<file path="src/rtl/fiber_pkg.sv">
// Shared defaults, field widths and FSM encoding for the fiber TX frame scheduler.
package fiber_pkg;

    localparam int DEF_CLK_DIV     = 9;
    localparam int DEF_FRAME_BITS  = 80;
    localparam int DEF_ADC_SLOT    = 12;
    localparam int DEF_ADC_TIMEOUT = 64;

    localparam int VOLT_W = 12;
    localparam int ERR_W  = 12;
    localparam int INFO_W = 14;

    typedef enum logic [2:0] {
        ST_IDLE,
        ST_WAIT,
        ST_CONV,
        ST_HOLD,
        ST_LOAD
    } fiber_state_e;

endpackage

</file>
<file path="src/rtl/fiber_bit_timer.sv">
// Bit-rate divider and frame slot counter: bit_tick every CLK_DIV+1 clocks,
// slot wraps FRAME_BITS-1 -> 0, frame_tick marks the last bit of a frame.
module fiber_bit_timer #(
    parameter int CLK_DIV    = 9,
    parameter int FRAME_BITS = 80
) (
    input  logic                          clk,
    input  logic                          rst,
    output logic                          bit_tick,
    output logic [$clog2(FRAME_BITS)-1:0] slot,
    output logic                          frame_tick
);

    localparam int DIV_W  = (CLK_DIV > 0) ? $clog2(CLK_DIV + 1) : 1;
    localparam int SLOT_W = $clog2(FRAME_BITS);
    localparam logic [DIV_W-1:0]  DIV_MAX  = DIV_W'(CLK_DIV);
    localparam logic [SLOT_W-1:0] SLOT_MAX = SLOT_W'(FRAME_BITS - 1);

    logic [DIV_W-1:0]  div_q, div_d;
    logic [SLOT_W-1:0] slot_q, slot_d;
    logic              tick;

    always_comb begin
        tick   = (div_q == DIV_MAX);
        div_d  = tick ? '0 : div_q + DIV_W'(1);
        slot_d = slot_q;
        if (tick) slot_d = (slot_q == SLOT_MAX) ? '0 : slot_q + SLOT_W'(1);
    end

    always_ff @(posedge clk or posedge rst) begin
        if (rst) begin
            div_q  <= '0;
            slot_q <= '0;
        end else begin
            div_q  <= div_d;
            slot_q <= slot_d;
        end
    end

    // Gated so a CLK_DIV of 0 still shows no tick while held in reset.
    assign bit_tick   = tick & ~rst;
    assign slot       = slot_q;
    assign frame_tick = bit_tick & (slot_q == SLOT_MAX);

endmodule

</file>
<file path="src/rtl/fiber_tx_sched.sv">
// Frame scheduler: requests one ADC conversion per frame, gathers fault flags,
// and hands a {voltage, info} payload to the serializer at each frame boundary.
module fiber_tx_sched
    import fiber_pkg::*;
#(
    parameter int CLK_DIV     = DEF_CLK_DIV,
    parameter int FRAME_BITS  = DEF_FRAME_BITS,
    parameter int ADC_SLOT    = DEF_ADC_SLOT,     // legal range 1..FRAME_BITS-1
    parameter int ADC_TIMEOUT = DEF_ADC_TIMEOUT
) (
    input  logic              clk,
    input  logic              rst,
    input  logic [VOLT_W-1:0] udc_volt,
    input  logic [ERR_W-1:0]  err_info,
    input  logic              modu_run,
    input  logic              byp_ok,
    input  logic              adc_done,
    input  logic              ser_ready,
    output logic              adc_start,
    output logic              bit_tick,
    output logic              ser_load,
    output logic [VOLT_W-1:0] ser_volt,
    output logic [INFO_W-1:0] ser_info,
    output logic              adc_to_err,
    output logic              ovr_err
);

    localparam int SLOT_W = $clog2(FRAME_BITS);
    localparam int TMO_W  = (ADC_TIMEOUT > 1) ? $clog2(ADC_TIMEOUT) : 1;
    localparam logic [SLOT_W-1:0] CONV_SLOT = SLOT_W'(ADC_SLOT - 1);
    localparam logic [TMO_W-1:0]  TMO_LAST  = TMO_W'(ADC_TIMEOUT - 1);

    logic [SLOT_W-1:0] slot;
    logic              frame_tick;

    fiber_bit_timer #(
        .CLK_DIV    (CLK_DIV),
        .FRAME_BITS (FRAME_BITS)
    ) u_timer (
        .clk        (clk),
        .rst        (rst),
        .bit_tick   (bit_tick),
        .slot       (slot),
        .frame_tick (frame_tick)
    );

    fiber_state_e      state_q, state_d;
    logic [VOLT_W-1:0] volt_q, volt_d;
    logic [ERR_W-1:0]  err_acc_q, err_acc_d;
    logic [VOLT_W-1:0] ser_volt_q, ser_volt_d;
    logic [INFO_W-1:0] ser_info_q, ser_info_d;
    logic [TMO_W-1:0]  tmo_q, tmo_d;
    logic              adc_start_q, adc_start_d;
    logic              adc_to_err_q, adc_to_err_d;
    logic              ovr_err_q, ovr_err_d;
    logic              load_payload;

    always_comb begin
        state_d      = state_q;
        volt_d       = volt_q;
        err_acc_d    = err_acc_q | err_info;
        ser_volt_d   = ser_volt_q;
        ser_info_d   = ser_info_q;
        tmo_d        = '0;
        adc_start_d  = 1'b0;
        adc_to_err_d = adc_to_err_q;
        ovr_err_d    = ovr_err_q;
        load_payload = 1'b0;

        case (state_q)
            ST_IDLE: state_d = ST_WAIT;
            ST_WAIT: begin
                if (bit_tick && slot == CONV_SLOT) begin
                    state_d     = ST_CONV;
                    adc_start_d = 1'b1;
                end
            end
            ST_CONV: begin
                tmo_d = tmo_q + TMO_W'(1);
                if (adc_done) volt_d = udc_volt;
                // A done strobe wins over both timeout and the frame boundary.
                if (frame_tick) begin
                    if (!adc_done) adc_to_err_d = 1'b1;
                    load_payload = 1'b1;
                    state_d      = ST_LOAD;
                end else if (adc_done) begin
                    state_d = ST_HOLD;
                end else if (tmo_q == TMO_LAST) begin
                    adc_to_err_d = 1'b1;
                    state_d      = ST_HOLD;
                end
            end
            ST_HOLD: begin
                if (frame_tick) begin
                    load_payload = 1'b1;
                    state_d      = ST_LOAD;
                end
            end
            ST_LOAD: begin
                if (ser_ready) begin
                    state_d = ST_WAIT;
                end else if (frame_tick) begin
                    ovr_err_d    = 1'b1;
                    load_payload = 1'b1;
                end
            end
            default: state_d = ST_IDLE;
        endcase

        // Faults seen on the load clock itself are carried into the next frame.
        if (load_payload) begin
            ser_volt_d = volt_d;
            ser_info_d = {byp_ok, modu_run, err_acc_q};
            err_acc_d  = err_info;
        end
    end

    always_ff @(posedge clk or posedge rst) begin
        if (rst) begin
            state_q      <= ST_IDLE;
            volt_q       <= '0;
            err_acc_q    <= '0;
            ser_volt_q   <= '0;
            ser_info_q   <= '0;
            tmo_q        <= '0;
            adc_start_q  <= 1'b0;
            adc_to_err_q <= 1'b0;
            ovr_err_q    <= 1'b0;
        end else begin
            state_q      <= state_d;
            volt_q       <= volt_d;
            err_acc_q    <= err_acc_d;
            ser_volt_q   <= ser_volt_d;
            ser_info_q   <= ser_info_d;
            tmo_q        <= tmo_d;
            adc_start_q  <= adc_start_d;
            adc_to_err_q <= adc_to_err_d;
            ovr_err_q    <= ovr_err_d;
        end
    end

    assign adc_start  = adc_start_q;
    assign ser_load   = (state_q == ST_LOAD);
    assign ser_volt   = ser_volt_q;
    assign ser_info   = ser_info_q;
    assign adc_to_err = adc_to_err_q;
    assign ovr_err    = ovr_err_q;

endmodule
</file>
<file path="config.mk">
export PLATFORM = sky130hd
export DESIGN_NAME = fiber_tx_sched
export DESIGN_NICKNAME = d
export VERILOG_FILES = /design/src/rtl/fiber_pkg.sv /design/src/rtl/fiber_bit_timer.sv /design/src/rtl/fiber_tx_sched.sv
export SDC_FILE = /design/constraint.sdc
export NUM_CORES = 1
export LEC_CHECK = 0
export ABC_CLOCK_PERIOD_IN_PS = 3470
export BUFFER_PORTS_ARGS = -buffer_cell sky130_fd_sc_hd__buf_2
export CORE_ASPECT_RATIO = 1.2
export CORE_UTILIZATION = 40
export DETAILED_ROUTE_END_ITERATION = 12
export PLACE_DENSITY_LB_ADDON = 0.3
export SLEW_MARGIN = 40
export SYNTH_ARGS = -nofsm -noshare
export SYNTH_HDL_FRONTEND = slang
export SYNTH_SLANG_ARGS = --single-unit
</file>
<file path="constraint.sdc">
create_clock -name clk -period 3.47 [get_ports clk]
set_input_delay 0.694 -clock clk [delete_from_list [all_inputs] [get_ports clk]]
set_output_delay 0.694 -clock clk [all_outputs]
set_load 0.01 [all_outputs]
</file>
==> flow_metrics.env, run 1 <==
export IMPL_peakVddDrop_uv=312
export IMPL_async_flop_share_pct=100
export IMPL_netlist_area_leader_share_pct=61.4
export IMPL_ant_nets=0
export IMPL_pin_count=61
export IMPL_path_class="flip-flop to output port"
export IMPL_cp_max_fo=6
export IMPL_firstDrtPassIters=4
export IMPL_syn_nets=247
export IMPL_seq_area_frac_synth_pct=61.4
export IMPL_arrival_ps=1510
export IMPL_fin_cells=376
export IMPL_rsz0062_at_grt="no"
export IMPL_post_cts_buffers=0
export IMPL_power_density_mw_per_mm2=455
export IMPL_cts_tree="done"
export IMPL_finalSetupViolations=0
export IMPL_end_kind="output port"
export IMPL_timing_hold_violations_final=0
export IMPL_drt_initial_drc_count=85
export IMPL_wl_per_cell_um=13.0
export IMPL_synth_fa_ha_area_share_pct=0.841
export IMPL_cts_root_buf="clkbuf_8"
export IMPL_skew_ps=13.3
export IMPL_reg2reg_slack_ps=1300
export IMPL_wl_um=4870
export IMPL_hold_buffers=0
export IMPL_synth_compound_area_share_pct=7.15
export IMPL_drive_above_1_share_pct=43.0
export IMPL_grt_max_degree=74
export IMPL_grt_total_usage_pct=13.7
export IMPL_worst_pin_slew_ps=648
export IMPL_synthTopCellsByArea="dfrtp_1 (61%), mux2_2 (12%), mux2_4 (4.0%)"
export IMPL_ctsResizeCount=0
export IMPL_io_buffers=60
export IMPL_clk_path_buf_depth=2
export IMPL_start_util_pct=41.1
export IMPL_ys_flop_type="dfrtp_1"
export IMPL_h_tree_depth=3
export IMPL_cts_buffers=9
export IMPL_fin_crit_sh_pct=63.5
export IMPL_antenna_cells=0
export IMPL_hold_class="flip-flop to flip-flop"
export IMPL_synth_largest_area_cell="dfrtp_1"
export IMPL_detailroute_via_count=1837
export IMPL_avgViaCountPerCell=4.89
export IMPL_areaGrowthSynthToFinish_pct=20.4
export IMPL_synth_top_family_by_area="multiplexers"
export IMPL_slew_headroom_pct=56.8
export IMPL_grt_pass1_wl_um=7860
export IMPL_cp_start_kind="flip-flop"
export IMPL_syn_avg_cell_area_um2=13.8
export IMPL_required_ps=2780
export IMPL_synth_cells=215
export IMPL_synth_xor_area_share_pct=2.06
export IMPL_grt_ovfl_total=0
export IMPL_grt_pass1_vias=1699
export IMPL_p_leak_nw=1.81
export IMPL_synth_most_common_cell="dfrtp_1"
export IMPL_synthMuxAreaShare_pct=16.4
export IMPL_clk_latency_ps=340
export IMPL_status="completed"
export IMPL_place_hpwl_um=3230
export IMPL_syn_area_mm2=0.00297
export IMPL_fmax_mhz=453
export IMPL_path_clk_slew_ps=70
export IMPL_tns_ps=0
export IMPL_synth_cell_types=39
export IMPL_antenna_found_initial=0
export IMPL_gp_congestion=0.792
export IMPL_die_area_mm2=0.00779
export IMPL_dpl_cell_count=360
export IMPL_drc=0
export IMPL_nets=313
export IMPL_die_w_um=80.7
export IMPL_period_needed_ps=2210
export IMPL_cap_violations=0
export IMPL_core_mm2=0.00723
export IMPL_core_rowCount=34
export IMPL_slew_viol_final=0
export IMPL_clock_sinks=73
export IMPL_yosys_warnings=0
export IMPL_yosys_area_share_simple_pct=9.42
export IMPL_synth_edf_count=0
export IMPL_synth_seq_cells=73
export IMPL_synth_common_cells="dfrtp_1 (73), mux2_2 (31), a21o_1 (15)"
export IMPL_die_h_um=96.5
-- path summary, 6_finish.rpt --
path                                             from                      end  depth (start not counted)
setup / recovery           u_timer.div_q[2]$_DFF_PP0_                 bit_tick                          3
hold / removal                    ovr_err$_DFFE_PP0P_      ovr_err$_DFFE_PP0P_                          1
hold reg to reg                   ovr_err$_DFFE_PP0P_      ovr_err$_DFFE_PP0P_                          1
max in group asynchronous                         rst  ser_volt[3]$_DFFE_PP0P_                          3
setup reg to reg               state_q[1]$_DFFE_PP0P_  ser_volt[2]$_DFFE_PP0P_                          4
min in group asynchronous                         rst   state_q[1]$_DFFE_PP0P_                          3
-- power breakdown --
| group | total, W | switching (W) | leakage [nW] | internal (W) |
|---|---|---|---|---|
| combinational | 0.0000454 | 0.0000263 | 0.784 | 0.0000191 |
| clock | 0.000726 | 0.000318 | 0.107 | 0.000407 |
| sequential | 0.000858 | 0.00000151 | 0.920 | 0.000857 |
| total | 0.00163 | 0.000346 | 1.81 | 0.00128 |
-- layout make-up --
class                      count  area, µm²
clock buffer                  10        128
clock inverter                 6       90.1
fill                         667       3650
inverter                       7       30.0
multi-input combinational    128       1080
sequential                    73       1830
tap                           90        113
timing repair buffer          62        319
-- kinds of logic (layout without fill, tap and decap cells) --
kind of cell,Yosys count,after routing
AO/OA/AOI/OAI,30,30
XOR/XNOR,7,7
flip-flops,73,73
adder cells (fa/ha/maj),2,2
buffers and inverters,14,85
AND/OR/NAND/NOR,48,48
multiplexers,41,41
-- metal layers --
metal / share of wire [%] / GRT usage, %
met1: 45 / 16.6
met2: 48 / 21.8
met3: 3.6 / 2.82
met4: 2.7 / 9.38
met5: 0 / 0
-- cell usage in the layout, fill, tap and decap left out, types with 2 or more instances in the layout --
cell	n
inv_1	6
a21o_1	15
nor3b_1	2
clkbuf_8	9
bufinv_16	2
nor2_1	11
xnor2_1	5
buf_2	60
ha_1	2
nor2b_1	3
nand3_1	4
mux2_4	8
mux2_2	31
clkinvlp_4	2
o21ai_0	3
a22o_1	2
nand2_1	12
dfrtp_1	73
mux2i_1	2
nand4_1	2
a21oi_1	4
nand2b_1	3
xor2_1	2
-- critical path, stage by stage, from the launching register on --
cell and delay [ps]:
dfrtp_1 440, nand4bb_1 320, nor2_1 250, buf_2 180
-- stage by stage --
step	worst slack [ps]	cell area, µm²	util [%]	power [W]	hold WS [ps]
3_5_place_dp	1290	3360	46.5	0.000923	443
4_1_cts	1200	3580	49.5	0.00166	460
2_1_floorplan	523	2980	-	0.000897	433
3_3_place_gp	1290	3360	46.5	0.000921	446
5_1_grt	1110	3580	49.5	0.00170	475
6_report	1260	3580	49.5	0.00163	457
-- state kept, by name (all words and copies together), names as in the netlist --
signal         cells
state_q            3
err_acc_q         12
volt_q            12
ser_info          14
ovr_err            1
u_timer.slot       7
adc_start          1
tmo_q              6
ser_volt          12
u_timer.div_q      4
adc_to_err         1
No activity file was read; power rests on OpenSTA's default activity.
==> run 2: changes to the inputs <==
ABC_CLOCK_PERIOD_IN_PS = 1850   (was 3470)
clock period = 1.85 ns   (was 3.47 ns; I/O delays follow)
==> flow_metrics.env, run 2 (synthesis gave the netlist of run 1 again) <==
export IMPL_skew_ps=7.81
export IMPL_clk_path_buf_depth=2
export IMPL_grt_pass1_wl_um=8320
export IMPL_gp_congestion=0.819
export IMPL_path_class="flip-flop to flip-flop"
export IMPL_grt_ovfl_total=0
export IMPL_die_area_mm2=0.00779
export IMPL_drt_initial_drc_count=51
export IMPL_nets=330
export IMPL_cts_buffers=9
export IMPL_rsz0062_at_grt="yes"
export IMPL_cts_tree="done"
export IMPL_whs_path_depth=2
export IMPL_wl_per_cell_um=13.5
export IMPL_finalSetupViolations=0
export IMPL_avgViaCountPerCell=4.85
export IMPL_grt_pass1_vias=1826
export IMPL_p_int_w=0.00255
export IMPL_timing_hold_violations_final=0
export IMPL_peakVddDrop_uv=626
export IMPL_period_needed_ps=1850
export IMPL_place_hpwl_um=3600
export IMPL_power_density_mw_per_mm2=831
export IMPL_status="completed"
export IMPL_die_w_um=80.7
export IMPL_drive_above_1_share_pct=47.5
export IMPL_firstDrtPassIters=4
export IMPL_arrival_ps=2070
export IMPL_fin_crit_sh_pct=99.8
export IMPL_final_cell_mix="dfrtp_1 (73), buf_2 (60), mux2_2 (27)"
export IMPL_h_tree_depth=3
export IMPL_hold_class="input port to flip-flop"
export IMPL_core_mm2=0.00723
export IMPL_pre_cts_ws_ps=22.9
export IMPL_pin_count=61
export IMPL_start_util_pct=41.1
export IMPL_power_w=0.00319
export IMPL_antenna_cells=0
export IMPL_hold_buffers=0
export IMPL_hold_slack_ps=205
export IMPL_io_buffers=60
export IMPL_power_frac_seq_pct=50.4
export IMPL_fmax_mhz=542
export IMPL_clk_latency_ps=340
export IMPL_cp_max_fo=18
export IMPL_ant_nets=0
export IMPL_fin_ws_ps=3.45
export IMPL_ff2ff_path_depth=6
export IMPL_grt_max_degree=74
export IMPL_switching_share_pct=20.2
export IMPL_nFillCells=646
export IMPL_worst_pin_slew_ps=652
export IMPL_clock_sinks=73
export IMPL_clkPwrFrac_pct=46.9
export IMPL_largest_register_ffs=14
export IMPL_cp_start_kind="flip-flop"
export IMPL_areaGrowthSynthToFinish_pct=29.3
export IMPL_pwr_share_comb_pct=2.7
export IMPL_detailroute_via_count=1905
export IMPL_slew_headroom_pct=56.5
export IMPL_required_ps=2070
export IMPL_p_leak_nw=1.96
export IMPL_drc=0
export IMPL_cts_root_buf="clkbuf_8"
export IMPL_antenna_found_initial=0
export IMPL_cap_violations=0
export IMPL_wl_um=5290
export IMPL_path_clk_slew_ps=80
export IMPL_end_kind="flip-flop"
export IMPL_die_h_um=96.5
export IMPL_layout_commonest_cell="dfrtp_1"
export IMPL_slew_viol_final=0
export IMPL_core_rowCount=34
export IMPL_power_switching_w=0.000647
export IMPL_grt_total_usage_pct=14.2
## run 2: changes by cell type in the layout (fill, tap and decap cells not counted), moves of 2 or more
cell       delta
buf_12        +3
buf_4        +12
clkbuf_16     +2
mux2_2        -4
mux2_4        +4
## run 2: layout make-up
class                      count  area (µm²)  share of cell area (%)
clock buffer                  10         128                    3.32
clock inverter                 6         115                    2.99
inverter                       7        30.0                   0.781
multi-input combinational    128        1110                    29.0
sequential                    73        1830                    47.5
tap                           90         113                    2.93
timing repair buffer          79         519                    13.5
## run 2: worst paths after layout
path / start / to / slack, ps
setup / recovery: u_timer.slot[1]$_DFFE_PP0N_ / ser_info[12]$_DFFE_PP0P_ / 3
hold / removal: err_info[6] / err_acc_q[6]$_DFF_PP0_ / 200
setup reg to reg: u_timer.slot[1]$_DFFE_PP0N_ / ser_info[12]$_DFFE_PP0P_ / 3
hold reg to reg: ovr_err$_DFFE_PP0P_ / ovr_err$_DFFE_PP0P_ / 460
max in group asynchronous: rst / volt_q[0]$_DFF_PP0_ / 1150
min in group asynchronous: rst / ovr_err$_DFFE_PP0P_ / 230
## run 2: per-layer routing
layer	global-route usage [%]	wire [µm]	up-vias
li1	-	-	919
met1	17.6	2390	937
met2	23.2	2630	40
met3	3.00	167	9
met4	7.89	106	0
met5	0	0	-
## run 2: what timing repair did
item,4_1_cts,5_1_grt
resized for setup,2,7
endpoints found under the setup margin,1,20
buffers inserted,0,3
gates cloned,0,2
## run 2: through the flow
step / instances / util (%) / TNS, ps / cell area, µm²
final: 393 / 53.2 / 0 / 3850
after detailed placement: 372 / 48.3 / 0 / 3490
after global placement: 372 / 48.2 / 0 / 3490
after CTS: 388 / 51.7 / 0 / 3740
after floorplan: 215 / - / -26400 / 2980
after global routing: 393 / 53.2 / -415 / 3850
## run 2: power groups by stage
stage | clock network, W | logic [W] | registers (W)
after global routing | 0.00159 | 0.000101 | 0.00161
after floorplan | 0 | 0.0000422 | 0.00164
after CTS | 0.00154 | 0.0000905 | 0.00161
final | 0.00150 | 0.0000871 | 0.00161
after detailed placement | 0 | 0.0000901 | 0.00164
after global placement | 0 | 0.0000864 | 0.00164
## run 2: critical path, stage by stage (launching register included)
cell and delay [ps]:
dfrtp_1 410, ha_2 180, and4bb_2 250, and4_4 210
o21ai_4 130, buf_12 210, mux2_2 340
==> run 3: changes to the inputs <==
GPL_TIMING_DRIVEN = 0   (was default)
==> flow_metrics.env, run 3 (synthesis gave the netlist of run 1 again) <==
export IMPL_grt_total_usage_pct=15.8
export IMPL_avgViaCountPerCell=4.92
export IMPL_hold_buffers=0
export IMPL_cap_violations=0
export IMPL_grt_ovfl_total=0
export IMPL_antenna_cells=0
export IMPL_drt_initial_drc_count=68
export IMPL_cp_start_kind="flip-flop"
export IMPL_cp_slowest_cell="dfrtp_1"
export IMPL_arrival_ps=2160
export IMPL_p_leak_nw=2.01
export IMPL_firstDrtPassIters=4
export IMPL_place_hpwl_um=3610
export IMPL_clock_sinks=73
export IMPL_nFillCells=616
export IMPL_cts_buffers=9
export IMPL_drive_above_1_share_pct=51.1
export IMPL_clk_latency_ps=340
export IMPL_slew_viol_final=0
export IMPL_wl_per_cell_um=14.5
export IMPL_grt_max_degree=27
export IMPL_die_h_um=96.5
export IMPL_fin_ws_ps=-88.6
export IMPL_crit_family="simple AND/OR/NAND/NOR gates"
export IMPL_ant_nets=0
export IMPL_detailroute_via_count=1972
export IMPL_multi_input_area_mm2=0.00116
export IMPL_layout_commonest_cell="dfrtp_1"
export IMPL_period_needed_ps=1940
export IMPL_timing_hold_violations_final=0
export IMPL_drc=0
export IMPL_hold_class="input port to async pin"
export IMPL_start_util_pct=41.1
export IMPL_hold_slack_ps=38.0
export IMPL_h_tree_depth=3
export IMPL_rsz0062_at_grt="yes"
export IMPL_grt_pass1_wl_um=9120
export IMPL_areaGrowthSynthToFinish_pct=33.7
export IMPL_finalSetupViolations=6
export IMPL_clk_path_buf_depth=2
export IMPL_pre_cts_ws_ps=-473
export IMPL_fin_crit_sh_pct=105
export IMPL_largest_register_ffs=14
export IMPL_required_ps=2070
export IMPL_pin_count=61
export IMPL_nets=339
export IMPL_crit_buf_inv=3
export IMPL_cp_cell_sequence="ha_2, and4bb_2, and4_4, o21ai_4, buf_8, buf_12, buf_12, mux2_4"
export IMPL_io_buffers=60
export IMPL_core_mm2=0.00723
export IMPL_gp_congestion=0.699
export IMPL_path_common_cell="buf_12"
export IMPL_skew_ps=11.9
export IMPL_cts_tree="done"
export IMPL_core_rowCount=34
export IMPL_fmax_mhz=516
export IMPL_status="finished with violations"
export IMPL_end_kind="flip-flop"
export IMPL_power_density_mw_per_mm2=751
export IMPL_slew_headroom_pct=76.5
export IMPL_worst_pin_slew_ps=352
export IMPL_peakVddDrop_uv=483
export IMPL_antenna_found_initial=0
export IMPL_path_class="flip-flop to flip-flop"
export IMPL_cp_max_fo=5
export IMPL_regArea_mm2=0.00183
export IMPL_path_clk_slew_ps=80
export IMPL_grt_pass1_vias=1869
export IMPL_final_cell_mix="dfrtp_1 (68), buf_2 (61), mux2_4 (22)"
export IMPL_wl_um=5820
export IMPL_die_area_mm2=0.00779
export IMPL_cts_root_buf="clkbuf_8"
export IMPL_tns_ps=-307
export IMPL_slowest_delay_ps=370
export IMPL_die_w_um=80.7
export IMPL_violations="setup timing"
==> run 3: changes by cell type in the layout (fill, tap and decap cells not counted), sizes merged <==
cell and change:
clkinvlp +1, clkbuf -1, bufinv -2, buf +10
==> run 3: worst paths after layout <==
path                                             start                 endpoint  slack [ps]  cells after the start
max in group asynchronous                          rst   state_q[2]$_DFFE_PP0P_        1350                      3
hold / removal                                     rst  ser_info[8]$_DFFE_PP0P_          40                      2
setup reg to reg           u_timer.slot[0]$_DFFE_PP0N_  ser_volt[3]$_DFFE_PP0P_         -90                      8
setup / recovery           u_timer.slot[0]$_DFFE_PP0N_  ser_volt[3]$_DFFE_PP0P_         -90                      8
hold reg to reg                    ovr_err$_DFFE_PP0P_      ovr_err$_DFFE_PP0P_         460                      1
min in group clk                           err_info[6]   err_acc_q[6]$_DFF_PP0_         200                      2
==> run 3: per-stage QoR <==
step | total power [W] | cells | utilization (%) | area, µm²
finish | 0.00299 | 401 | 55.0 | 3980
global route | 0.00313 | 401 | 55.0 | 3980
CTS | 0.00303 | 402 | 54.9 | 3970
detailed placement | 0.00174 | 367 | 47.5 | 3430
global placement | 0.00173 | 365 | 46.9 | 3390
floorplan | 0.00168 | 215 | - | 2980
==> run 3: where the power goes <==
group	internal [W]	switching (W)	total, W
clock network	0.000692	0.000577	0.00127
logic	0.0000518	0.0000562	0.000108
registers	0.00161	0.00000383	0.00161
total	0.00235	0.000637	0.00299
==> run 3: worst register-to-register path, stage by stage, from the launching register on <==
cell and delay (ps):
dfrtp_1 370, ha_2 180, and4bb_2 260, and4_4 260, o21ai_4 70, buf_8 150, buf_12 120, buf_12 120
mux2_4 290
==> run 3: metal layers <==
metal | track usage [%] | wire length, µm | vias to the layer above
met5 | 0 | 0 | -
met4 | 6.70 | 62 | 0
met3 | 3.94 | 164 | 4
met2 | 25.6 | 3010 | 38
met1 | 20.1 | 2590 | 996
li1 | - | - | 934
==> run 3: repair_timing <==
| action | in CTS | in global routing |
|---|---|---|
| setup buffers | 17 | 2 |
| cloned | 3 | 0 |
| resized for setup | 30 | 9 |
| pin swaps | 5 | 4 |
| setup endpoints to repair | 37 | 32 |
==> run 3: layout make-up <==
cell class	count	area share, %
flip-flops and latches	73	46.1
multi-input cells	128	29.2
repair buffers	83	14.7
repair inverters	1	0.189
well taps	90	2.83
inverters	7	0.755
plain buffers	4	1.20
clock buffers	11	3.81
clock inverters	4	1.29
